File: src/rtl/mult_sched_pkg.sv
// Shared types and constants for the two-client signed multiply sequencer.
package mult_sched_pkg;

  localparam int NUM_CLIENTS = 2;

  typedef enum logic [2:0] {
    IDLE  = 3'd0,
    LOAD  = 3'd1,
    ADD   = 3'd2,
    SHIFT = 3'd3,
    CAPT  = 3'd4
  } state_t;

endpackage

File: src/rtl/mult_sched_if.sv
// Client request/response and datapath strobe bundle for mult_sched.
interface mult_sched_if
  import mult_sched_pkg::*;
#(
  parameter int WIDTH = 8
);
  logic [NUM_CLIENTS-1:0] req;
  logic [WIDTH-1:0]       op_a0;
  logic [WIDTH-1:0]       op_b0;
  logic [WIDTH-1:0]       op_a1;
  logic [WIDTH-1:0]       op_b1;
  logic [NUM_CLIENTS-1:0] gnt;
  logic [NUM_CLIENTS-1:0] done;
  logic [2*WIDTH-1:0]     result;
  logic                   busy;
  logic                   dp_load;
  logic                   dp_add;
  logic                   dp_sub;
  logic                   dp_shift;
  logic [WIDTH-1:0]       dp_mcand;
  logic [WIDTH-1:0]       dp_mplier;
  logic                   dp_m;
  logic [WIDTH-1:0]       dp_a;
  logic [WIDTH-1:0]       dp_b;

  modport slave (
    input  req, op_a0, op_b0, op_a1, op_b1, dp_m, dp_a, dp_b,
    output gnt, done, result, busy,
    output dp_load, dp_add, dp_sub, dp_shift, dp_mcand, dp_mplier
  );

  modport master (
    output req, op_a0, op_b0, op_a1, op_b1, dp_m, dp_a, dp_b,
    input  gnt, done, result, busy,
    input  dp_load, dp_add, dp_sub, dp_shift, dp_mcand, dp_mplier
  );
endinterface

File: src/rtl/rr_arb2.sv
// Two-way round-robin owner select; the previous owner loses a tie.
module rr_arb2
  import mult_sched_pkg::*;
(
  input  logic [NUM_CLIENTS-1:0] req,
  input  logic                   last_owner,
  output logic [NUM_CLIENTS-1:0] grant,
  output logic                   any_req
);

  always_comb begin
    grant = req;
    if (req == 2'b11) begin
      grant = last_owner ? 2'b01 : 2'b10;
    end
  end

  assign any_req = |req;

endmodule

File: src/rtl/mult_sched.sv
// Arbitrates two multiply clients and sequences the shared add-shift datapath
// through a signed multiply, returning the product with a one-cycle done pulse.
module mult_sched
  import mult_sched_pkg::*;
#(
  parameter int WIDTH = 8
) (
  input  logic       Clk,
  input  logic       Reset,
  mult_sched_if.slave bus
);

  localparam int             CW       = (WIDTH > 1) ? $clog2(WIDTH) : 1;
  localparam logic [CW-1:0]  CNT_LAST = CW'(WIDTH - 1);

  state_t                 state_reg;
  state_t                 state_next;
  logic [CW-1:0]          cnt_reg;
  logic                   owner_reg;
  logic                   last_owner_reg;
  logic [WIDTH-1:0]       mcand_reg;
  logic [WIDTH-1:0]       mplier_reg;
  logic [2*WIDTH-1:0]     result_reg;
  logic [NUM_CLIENTS-1:0] done_reg;

  logic [NUM_CLIENTS-1:0] arb_grant;
  logic                   arb_any;
  logic                   last_bit;
  logic                   busy;
  logic                   load_next;
  logic                   add_next;
  logic                   sub_next;
  logic                   shift_next;

  rr_arb2 u_arb (
    .req        (bus.req),
    .last_owner (last_owner_reg),
    .grant      (arb_grant),
    .any_req    (arb_any)
  );

  assign last_bit = (cnt_reg == CNT_LAST);
  assign busy     = (state_reg != IDLE);

  always_ff @(posedge Clk or posedge Reset) begin
    if (Reset) begin
      state_reg <= IDLE;
    end else begin
      state_reg <= state_next;
    end
  end

  // The top multiplier bit carries negative weight, so it subtracts.
  always_comb begin
    state_next = state_reg;
    load_next  = 1'b0;
    add_next   = 1'b0;
    sub_next   = 1'b0;
    shift_next = 1'b0;
    case (state_reg)
      IDLE: begin
        if (arb_any) begin
          state_next = LOAD;
        end
      end
      LOAD: begin
        load_next  = 1'b1;
        state_next = ADD;
      end
      ADD: begin
        add_next   = bus.dp_m & ~last_bit;
        sub_next   = bus.dp_m & last_bit;
        state_next = SHIFT;
      end
      SHIFT: begin
        shift_next = 1'b1;
        state_next = last_bit ? CAPT : ADD;
      end
      CAPT: begin
        state_next = IDLE;
      end
      default: begin
        state_next = IDLE;
      end
    endcase
  end

  always_ff @(posedge Clk or posedge Reset) begin
    if (Reset) begin
      cnt_reg        <= '0;
      owner_reg      <= 1'b0;
      last_owner_reg <= 1'b1;
      mcand_reg      <= '0;
      mplier_reg     <= '0;
      result_reg     <= '0;
      done_reg       <= '0;
    end else begin
      done_reg <= '0;
      case (state_reg)
        IDLE: begin
          if (arb_any) begin
            owner_reg  <= arb_grant[1];
            mcand_reg  <= arb_grant[1] ? bus.op_a1 : bus.op_a0;
            mplier_reg <= arb_grant[1] ? bus.op_b1 : bus.op_b0;
            cnt_reg    <= '0;
          end
        end
        SHIFT: begin
          if (!last_bit) begin
            cnt_reg <= cnt_reg + 1'b1;
          end
        end
        CAPT: begin
          result_reg          <= {bus.dp_a, bus.dp_b};
          done_reg[owner_reg] <= 1'b1;
          last_owner_reg      <= owner_reg;
        end
        default: begin
        end
      endcase
    end
  end

  genvar gi;
  generate
    for (gi = 0; gi < NUM_CLIENTS; gi = gi + 1) begin : g_gnt
      assign bus.gnt[gi] = busy && (owner_reg == 1'(gi));
    end
  endgenerate

  assign bus.done      = done_reg;
  assign bus.result    = result_reg;
  assign bus.busy      = busy;
  assign bus.dp_load   = load_next;
  assign bus.dp_add    = add_next;
  assign bus.dp_sub    = sub_next;
  assign bus.dp_shift  = shift_next;
  assign bus.dp_mcand  = mcand_reg;
  assign bus.dp_mplier = mplier_reg;

endmodule

File: src/flat_wrapper.sv
// flat-port wrapper written by rule: the top's interface ports become plain ports
module mult_sched_flat import mult_sched_pkg::*;
#(
  parameter int WIDTH = 8
)
  (Clk, Reset, bus_req, bus_op_a0, bus_op_b0, bus_op_a1, bus_op_b1, bus_dp_m, bus_dp_a, bus_dp_b, bus_gnt, bus_done, bus_result, bus_busy, bus_dp_load, bus_dp_add, bus_dp_sub, bus_dp_shift, bus_dp_mcand, bus_dp_mplier);
  mult_sched_if #(.WIDTH(WIDTH)) bus_i ();
  input  logic Clk;
  input  logic Reset;
  input wire logic [$bits(bus_i.req)-1:0] bus_req;
  input wire logic [$bits(bus_i.op_a0)-1:0] bus_op_a0;
  input wire logic [$bits(bus_i.op_b0)-1:0] bus_op_b0;
  input wire logic [$bits(bus_i.op_a1)-1:0] bus_op_a1;
  input wire logic [$bits(bus_i.op_b1)-1:0] bus_op_b1;
  input wire logic [$bits(bus_i.dp_m)-1:0] bus_dp_m;
  input wire logic [$bits(bus_i.dp_a)-1:0] bus_dp_a;
  input wire logic [$bits(bus_i.dp_b)-1:0] bus_dp_b;
  output wire logic [$bits(bus_i.gnt)-1:0] bus_gnt;
  output wire logic [$bits(bus_i.done)-1:0] bus_done;
  output wire logic [$bits(bus_i.result)-1:0] bus_result;
  output wire logic [$bits(bus_i.busy)-1:0] bus_busy;
  output wire logic [$bits(bus_i.dp_load)-1:0] bus_dp_load;
  output wire logic [$bits(bus_i.dp_add)-1:0] bus_dp_add;
  output wire logic [$bits(bus_i.dp_sub)-1:0] bus_dp_sub;
  output wire logic [$bits(bus_i.dp_shift)-1:0] bus_dp_shift;
  output wire logic [$bits(bus_i.dp_mcand)-1:0] bus_dp_mcand;
  output wire logic [$bits(bus_i.dp_mplier)-1:0] bus_dp_mplier;
  assign bus_i.req = bus_req;
  assign bus_i.op_a0 = bus_op_a0;
  assign bus_i.op_b0 = bus_op_b0;
  assign bus_i.op_a1 = bus_op_a1;
  assign bus_i.op_b1 = bus_op_b1;
  assign bus_i.dp_m = bus_dp_m;
  assign bus_i.dp_a = bus_dp_a;
  assign bus_i.dp_b = bus_dp_b;
  assign bus_gnt = bus_i.gnt;
  assign bus_done = bus_i.done;
  assign bus_result = bus_i.result;
  assign bus_busy = bus_i.busy;
  assign bus_dp_load = bus_i.dp_load;
  assign bus_dp_add = bus_i.dp_add;
  assign bus_dp_sub = bus_i.dp_sub;
  assign bus_dp_shift = bus_i.dp_shift;
  assign bus_dp_mcand = bus_i.dp_mcand;
  assign bus_dp_mplier = bus_i.dp_mplier;
  mult_sched #(.WIDTH(WIDTH)) u_core (.Clk(Clk), .Reset(Reset), .bus(bus_i));
endmodule
File: config.mk
export PLATFORM = sky130hd
export DESIGN_NAME = mult_sched_flat
export DESIGN_NICKNAME = d
export VERILOG_FILES = /design/src/rtl/mult_sched_pkg.sv /design/src/rtl/mult_sched_if.sv /design/src/rtl/rr_arb2.sv /design/src/rtl/mult_sched.sv /design/src/flat_wrapper.sv
export SDC_FILE = /design/constraint.sdc
export NUM_CORES = 1
export LEC_CHECK = 0
export CORE_MARGIN = 3
export CORE_UTILIZATION = 36
export CTS_BUF_LIST = sky130_fd_sc_hd__clkbuf_16
export CTS_CLUSTER_DIAMETER = 40
export DETAILED_ROUTE_END_ITERATION = 16
export GPL_ROUTABILITY_DRIVEN = 0
export PLACE_DENSITY = 0.74
export SYNTH_ARGS = -nofsm -noshare
export SYNTH_HDL_FRONTEND = slang
export SYNTH_SLANG_ARGS = --single-unit
File: constraint.sdc
create_clock -name Clk -period 1.61 [get_ports Clk]
set_clock_uncertainty 0.05 [all_clocks]
set_input_delay 0.483 -clock Clk [delete_from_list [all_inputs] [get_ports Clk]]
set_output_delay 0.483 -clock Clk [all_outputs]
set_load 0.02 [all_outputs]
==> flow_summary.json, run 1 <==
{
  "area_growth_syn_to_layout_pct": 85.1,
  "layout-drive-gt1-share_pct": 31.0,
  "syn_area_per_cell_um2": 12.2,
  "worstPathCellList": "ha_2 > ha_4 > nor2b_4 > and3_4 > buf_6",
  "synth_area_leaders": "dfrtp_1, mux2i_1, mux2_4, mux2_1, nor2_1",
  "n_antenna_cell": 0,
  "cts.clk_slew.worst_paths_ps": 60,
  "grt_antenna_before_repair": 0,
  "dp.final_hpwl_um": 3430,
  "final_antenna_net_count": 0,
  "required_ps": 1080,
  "grt_pass1_wl_um": 7580,
  "track_usage_pct": 15.4,
  "grt_pass1_vias": 1584,
  "slowest_delay_ps": 380,
  "clock_sinks": 42,
  "final_util_pct": 71.4,
  "syn_nets": 212,
  "core_um2": 4910,
  "ys_types": 25,
  "grt_max_degree": 43,
  "syn_area_um2": 1900,
  "largest_reg_flops": 16,
  "synth_top_area_share_pct": 54.1,
  "violations": "negative setup slack",
  "async_reset_ff_share_pct": 100,
  "cap_viol_max_count": 0,
  "holdWs_ps": 428,
  "critPathCaptureType": "primary output",
  "die_area_um2": 6170,
  "ys_seq_elements": 42,
  "fin_nets": 342,
  "io_pins": 94,
  "crit_family": "flip-flops",
  "syn_inst": 156,
  "synth_edf_count": 0,
  "h-tree-depth": 2,
  "cp.arrival_ps": 1410,
  "outcome": "complete, but fails checks",
  "clockBufferDepth": 2,
  "tightest_slew_ps": 262,
  "drc_errors": 0,
  "post-synth-top-count-cell": "dfrtp_1",
  "p_per_area_nw_per_um2": 1250,
  "dr.pass1.iters": 4,
  "finalCriticalPeriod_ps": 1940,
  "finalWorstSetupSlack_ps": -331,
  "fp.dieW_um": 78.6,
  "cp.buffers_inverters": 1,
  "vias": 1613,
  "max_freq_ghz": 0.515,
  "drt-total-wl_um": 5050,
  "die_h_um": 78.6,
  "synthTopCellsByCount": "dfrtp_1, nor2_1, mux2i_1",
  "wl_per_cell_um": 14.3,
  "rows": 25,
  "ctsHoldBuffers": 0,
  "maxSlewHeadroom_pct": 82.5,
  "floorplan.initialDensity_pct": 38.6,
  "setup_tns_ps": -1610,
  "synth_seq_area_share_pct": 55.5,
  "insertion_delay_ps": 270,
  "hold_viol": 0,
  "rsz0062_at_grt": "yes",
  "startpoint_type": "flip-flop",
  "ys_warn_count": 0,
  "crit_type": "flip-flop to primary output",
  "post-route-period-util_pct": 121,
  "overflow": 0,
  "cts_buffers": 5,
  "viasPerCell": 4.56,
  "yosys.area.top_type": "dfrtp_1",
  "crit_fanout": 2,
  "critPathSlowestCell": "dfrtp_1",
  "cts_root_buf": "clkbuf_16",
  "cts_tree": "done",
  "setup_viol": 11,
  "yosys_most_used_dff": "dfrtp_1",
  "slew_viol_final": 0,
  "io_buffer_count": 93,
  "min_path_type": "flip-flop to flip-flop",
  "drt_iter0_markers": 62,
  "fill_cells": 364,
  "power.leakage_nw": 1.72,
  "vdd_drop_max_mv": 0.761
}
## layout by cell type, fill, tap and decap left out
cell | Yosys | routed
dfrtp_1 | 41 | 38
mux2i_1 | 18 | 18
clkdlybuf4s50_1 | 0 | 50
buf_6 | 2 | 11
clkinv_1 | 0 | 1
o21a_4 | 0 | 1
mux2_1 | 8 | 8
and3_1 | 4 | 3
buf_12 | 0 | 4
o21ai_0 | 2 | 2
mux2_4 | 10 | 10
nor2_2 | 1 | 5
buf_4 | 4 | 25
clkbuf_16 | 0 | 9
nor2b_4 | 0 | 1
bufinv_16 | 0 | 1
ha_2 | 0 | 1
and3_4 | 0 | 1
a21oi_1 | 16 | 15
inv_1 | 6 | 3
dfstp_2 | 1 | 1
o31a_1 | 1 | 1
and2_4 | 1 | 1
dfrtp_2 | 0 | 3
clkinv_2 | 0 | 2
nor3_1 | 2 | 2
nand2b_4 | 0 | 1
nor2_1 | 23 | 16
dlygate4sd2_1 | 0 | 36
nand2_2 | 0 | 1
inv_2 | 0 | 2
a21boi_4 | 0 | 1
ha_4 | 0 | 2
a21oi_2 | 1 | 2
nor2_4 | 0 | 3
nand2_1 | 6 | 5
nor3_4 | 0 | 1
## report_power, final
| part | switching (mW) | total [mW] | internal [mW] |
|---|---|---|---|
| registers | 0.184 | 1.52 | 1.33 |
| logic | 0.891 | 1.78 | 0.885 |
| clock network | 0.379 | 1.10 | 0.725 |
## cell type report
class | instances | area (µm²) | area share, %
Timing Repair Buffer | 130 | 1310 | 37.3
Sequential cell | 42 | 1060 | 30.1
Multi-Input combinational cell | 101 | 873 | 24.9
Clock buffer | 5 | 125 | 3.57
Tap cell | 67 | 83.8 | 2.39
Clock inverter | 3 | 40.0 | 1.14
Inverter | 6 | 22.5 | 0.642
## metrics by stage
stage	total power, mW	setup slack, ps	area [µm²]	instances
floorplan	2.30	3.37	1910	156
global placement	3.24	-636	3070	329
detailed placement	3.26	-650	3070	329
CTS	4.33	-346	3340	349
global route	4.65	-387	3510	354
finish	4.40	-331	3510	354
## routing by layer
metal	up-vias	global-route usage [%]	wire [µm]
li1	788	-	-
met1	762	18.0	1980
met2	61	27.2	2700
met3	2	5.28	349
met4	0	3.15	17
met5	-	0	0
## worst paths after layout
check	cells past startpoint	end	slack, ps	from
min in group asynchronous	3	u_core.bus.result[1]$_DFFE_PP0N_	500	Reset
worst min register to register	1	u_core.bus.result[13]$_DFFE_PP0N_	430	u_core.bus.result[13]$_DFFE_PP0N_
worst min-delay path	1	u_core.bus.result[13]$_DFFE_PP0N_	430	u_core.bus.result[13]$_DFFE_PP0N_
worst max-delay path	5	bus_dp_add	-330	u_core.cnt_reg[1]$_DFFE_PP0P_
max in group asynchronous	3	u_core.last_owner_reg$_DFFE_PP1N_	760	Reset
worst max register to register	12	u_core.state_reg[2]$_DFFE_PP0P_	-280	u_core.cnt_reg[1]$_DFFE_PP0P_
## kinds of logic (layout without fill, tap and decap cells)
kind of cell	after synthesis	count (layout)	share of synthesized area [%]
compound gates	22	22	6.54
fa+ha+maj	3	3	1.98
buf+inv	13	144	4.22
flops	42	42	55.5
mux	36	36	22.2
simple gates	40	40	9.57
## what timing repair did
| item | in CTS | in global routing |
|---|---|---|
| cloned | 0 | 4 |
| buffers inserted | 12 | 3 |
| resized for setup | 89 | 19 |
| setup endpoints to repair | 51 | 31 |
| pin swaps | 4 | 4 |
(Power assumes the default switching activity.)
==> inputs of run 2 (changes only) <==
- ABC_AREA: not set -> 1
- ABC_CLOCK_PERIOD_IN_PS: not set -> 1610
- CORE_UTILIZATION: 36 -> 37
- MAX_ROUTING_LAYER: not set -> met4
==> flow_summary.json, run 2 <==
{
  "drc_errors": 0,
  "required_ps": 1080,
  "viasPerCell": 4.53,
  "hold_viol": 0,
  "dpl.cell_count": 429,
  "post-synth-top-count-cell": "nand2_1",
  "yosys.area.top_type": "dfrtp_1",
  "fp.dieW_um": 79.8,
  "layout_commonest_cell": "nand2_1",
  "ctsHoldBuffers": 0,
  "dpl_cell_area_um2": 3140,
  "seqPwrFrac_pct": 37.8,
  "fill_cells": 438,
  "outcome": "complete, but fails checks",
  "grt_max_degree": 29,
  "fin_area_um2": 3330,
  "setup_viol": 7,
  "grt_antenna_before_repair": 0,
  "syn_nets": 312,
  "maxSlewHeadroom_pct": 76.9,
  "vias": 1991,
  "min_path_type": "flip-flop to flip-flop",
  "clkPwrFrac_pct": 23.9,
  "async_reset_ff_share_pct": 100,
  "layout-drive-gt1-share_pct": 17.6,
  "synth_area_leaders": "dfrtp_1, nand2_1, nand3_1, inv_1, buf_2",
  "finalWorstSetupSlack_ps": -221,
  "cp.arrival_ps": 1300,
  "cts.clk_slew.worst_paths_ps": 60,
  "vdd_drop_max_mv": 0.719,
  "cts_tree": "done",
  "synth_seq_area_share_pct": 52.3,
  "wl_met2_um": 2520,
  "clockBufferDepth": 2,
  "post-route-period-util_pct": 114,
  "combPwrFrac_pct": 38.3,
  "critPathSlowestCell": "dfrtp_1",
  "p_sw_share_pct": 34.7,
  "die_area_um2": 6360,
  "track_usage_pct": 18.3,
  "fin_nets": 425,
  "ys_types": 20,
  "cp.buffers_inverters": 2,
  "rows": 26,
  "layout_common_cells": "nand2_1, clkdlybuf4s50_1, dfrtp_1",
  "cts_root_buf": "clkbuf_16",
  "io_pins": 94,
  "grt_pass1_vias": 2041,
  "yosys_most_used_dff": "dfrtp_1",
  "wl_met3_um": 408,
  "wl_per_cell_um": 12.0,
  "dr.pass1.iters": 3,
  "core_um2": 5170,
  "die_h_um": 79.8,
  "drt-total-wl_um": 5290,
  "violations": "negative setup slack",
  "p_per_area_nw_per_um2": 1180,
  "syn_area_um2": 2010,
  "power.leakage_nw": 1.67,
  "area_growth_syn_to_layout_pct": 65.5,
  "syn_inst": 256,
  "synthTopCellsByCount": "nand2_1, dfrtp_1, nand3_1",
  "dp.final_hpwl_um": 3830,
  "cap_viol_max_count": 0,
  "critPathCaptureType": "primary output",
  "drt_iter0_markers": 52,
  "final_antenna_net_count": 0,
  "slowest_delay_ps": 400,
  "power.internal_mw": 2.57,
  "synth_top_area_share_pct": 51.0,
  "synth_edf_count": 0,
  "crit_type": "flip-flop to primary output",
  "crit_fanout": 2,
  "syn_area_per_cell_um2": 7.86,
  "top_layer_used": "met4",
  "pre_cts_slack_ps": -698,
  "startpoint_type": "flip-flop",
  "clock_sinks": 42,
  "cpMostUsedCell": "ha_4",
  "holdWs_ps": 414,
  "fin_cells": 440,
  "p_sw_mw": 1.36,
  "h-tree-depth": 2,
  "finalCriticalPeriod_ps": 1830,
  "io_buffer_count": 93,
  "worstPathCellList": "ha_4 > ha_4 > inv_2 > nor3_2 > buf_4",
  "grt_pass1_wl_um": 9080,
  "n_antenna_cell": 0,
  "overflow": 0,
  "wirelength_met1_um": 2310,
  "rsz0062_at_grt": "yes",
  "tightest_slew_ps": 346,
  "ys_warn_count": 0,
  "crit_family": "flip-flops",
  "floorplan.initialDensity_pct": 38.9,
  "p_total_mw": 3.93,
  "ys_seq_elements": 42,
  "largest_reg_flops": 16,
  "slew_viol_final": 0,
  "insertion_delay_ps": 280,
  "cts_buffers": 5,
  "max_freq_ghz": 0.546
}
[run 2: worst register-to-register path, cell delays in order, from the launching register on]
cell and delay, ps:
dfrtp_2 460, nor2_8 140, buf_4 250, nand3_4 190
buf_4 210, nand2_1 70, nand2_1 50
[run 2: path summary, 6_finish.rpt]
kind | from | endpoint | slack, ps | cells after the start
setup / recovery | u_core.cnt_reg[0]$_DFFE_PP0P_ | bus_dp_sub | -220 | 5
hold / removal | u_core.bus.result[14]$_DFFE_PP0N_ | u_core.bus.result[14]$_DFFE_PP0N_ | 410 | 2
max in group asynchronous | Reset | u_core.bus.result[8]$_DFFE_PP0N_ | 690 | 3
setup reg to reg | u_core.state_reg[0]$_DFFE_PP0P_ | u_core.bus.dp_mplier[6]$_DFFE_PP0P_ | 100 | 6
hold reg to reg | u_core.bus.result[14]$_DFFE_PP0N_ | u_core.bus.result[14]$_DFFE_PP0N_ | 410 | 2
min in group asynchronous | Reset | u_core.bus.done[1]$_DFF_PP0_ | 490 | 3
[run 2: cells by family (layout without fill, tap and decap cells)]
group                      after synthesis  after routing  synth area share [%]
AOI/OAI and AO/OA                        4              4                  1.06
adders and majority gates                3              3                  1.86
buffers and inverters                   28            142                  7.02
DFF                                     42             42                  52.3
and+or+nand+nor                        179            179                  37.8
[run 2: area by class of cell]
type / count / area, µm² / area share, %
repair buffers: 120 / 1090 / 32.9
multi-input cells: 186 / 900 / 27.0
flip-flops and latches: 42 / 1050 / 31.7
inverters: 14 / 57.6 / 1.73
clock buffers: 5 / 125 / 3.76
clock inverters: 3 / 12.5 / 0.376
well taps: 70 / 87.6 / 2.63
[run 2: power by group through the flow]
stage	sequential [mW]	clock (mW)	combinational, mW
global placement	1.48	0	1.58
finish	1.49	0.938	1.51
detailed placement	1.48	0	1.60
global route	1.52	1.00	1.67
CTS	1.49	0.956	1.48
floorplan	1.69	0	0.566
[run 2: metal layers]
layer | vias up | GRT usage, %
met2 | 73 | 30.6
met1 | 886 | 21.8
met4 | 0 | 4.73
met5 | - | -
li1 | 1024 | -
met3 | 8 | 5.19
[run 2: stage by stage]
| stage | utilization, % | TNS (ps) |
|---|---|---|
| final | 64.4 | -855 |
| after CTS | 63.6 | -916 |
| after global placement | 60.7 | -5760 |
| after detailed placement | 60.7 | -6170 |
| after global routing | 64.4 | -1220 |
| after floorplan | - | -143 |
[run 2: what timing repair did]
item	in CTS	in global routing
buffers inserted	2	2
setup endpoints to repair	41	11
pin swaps	5	2
resized for setup	87	10
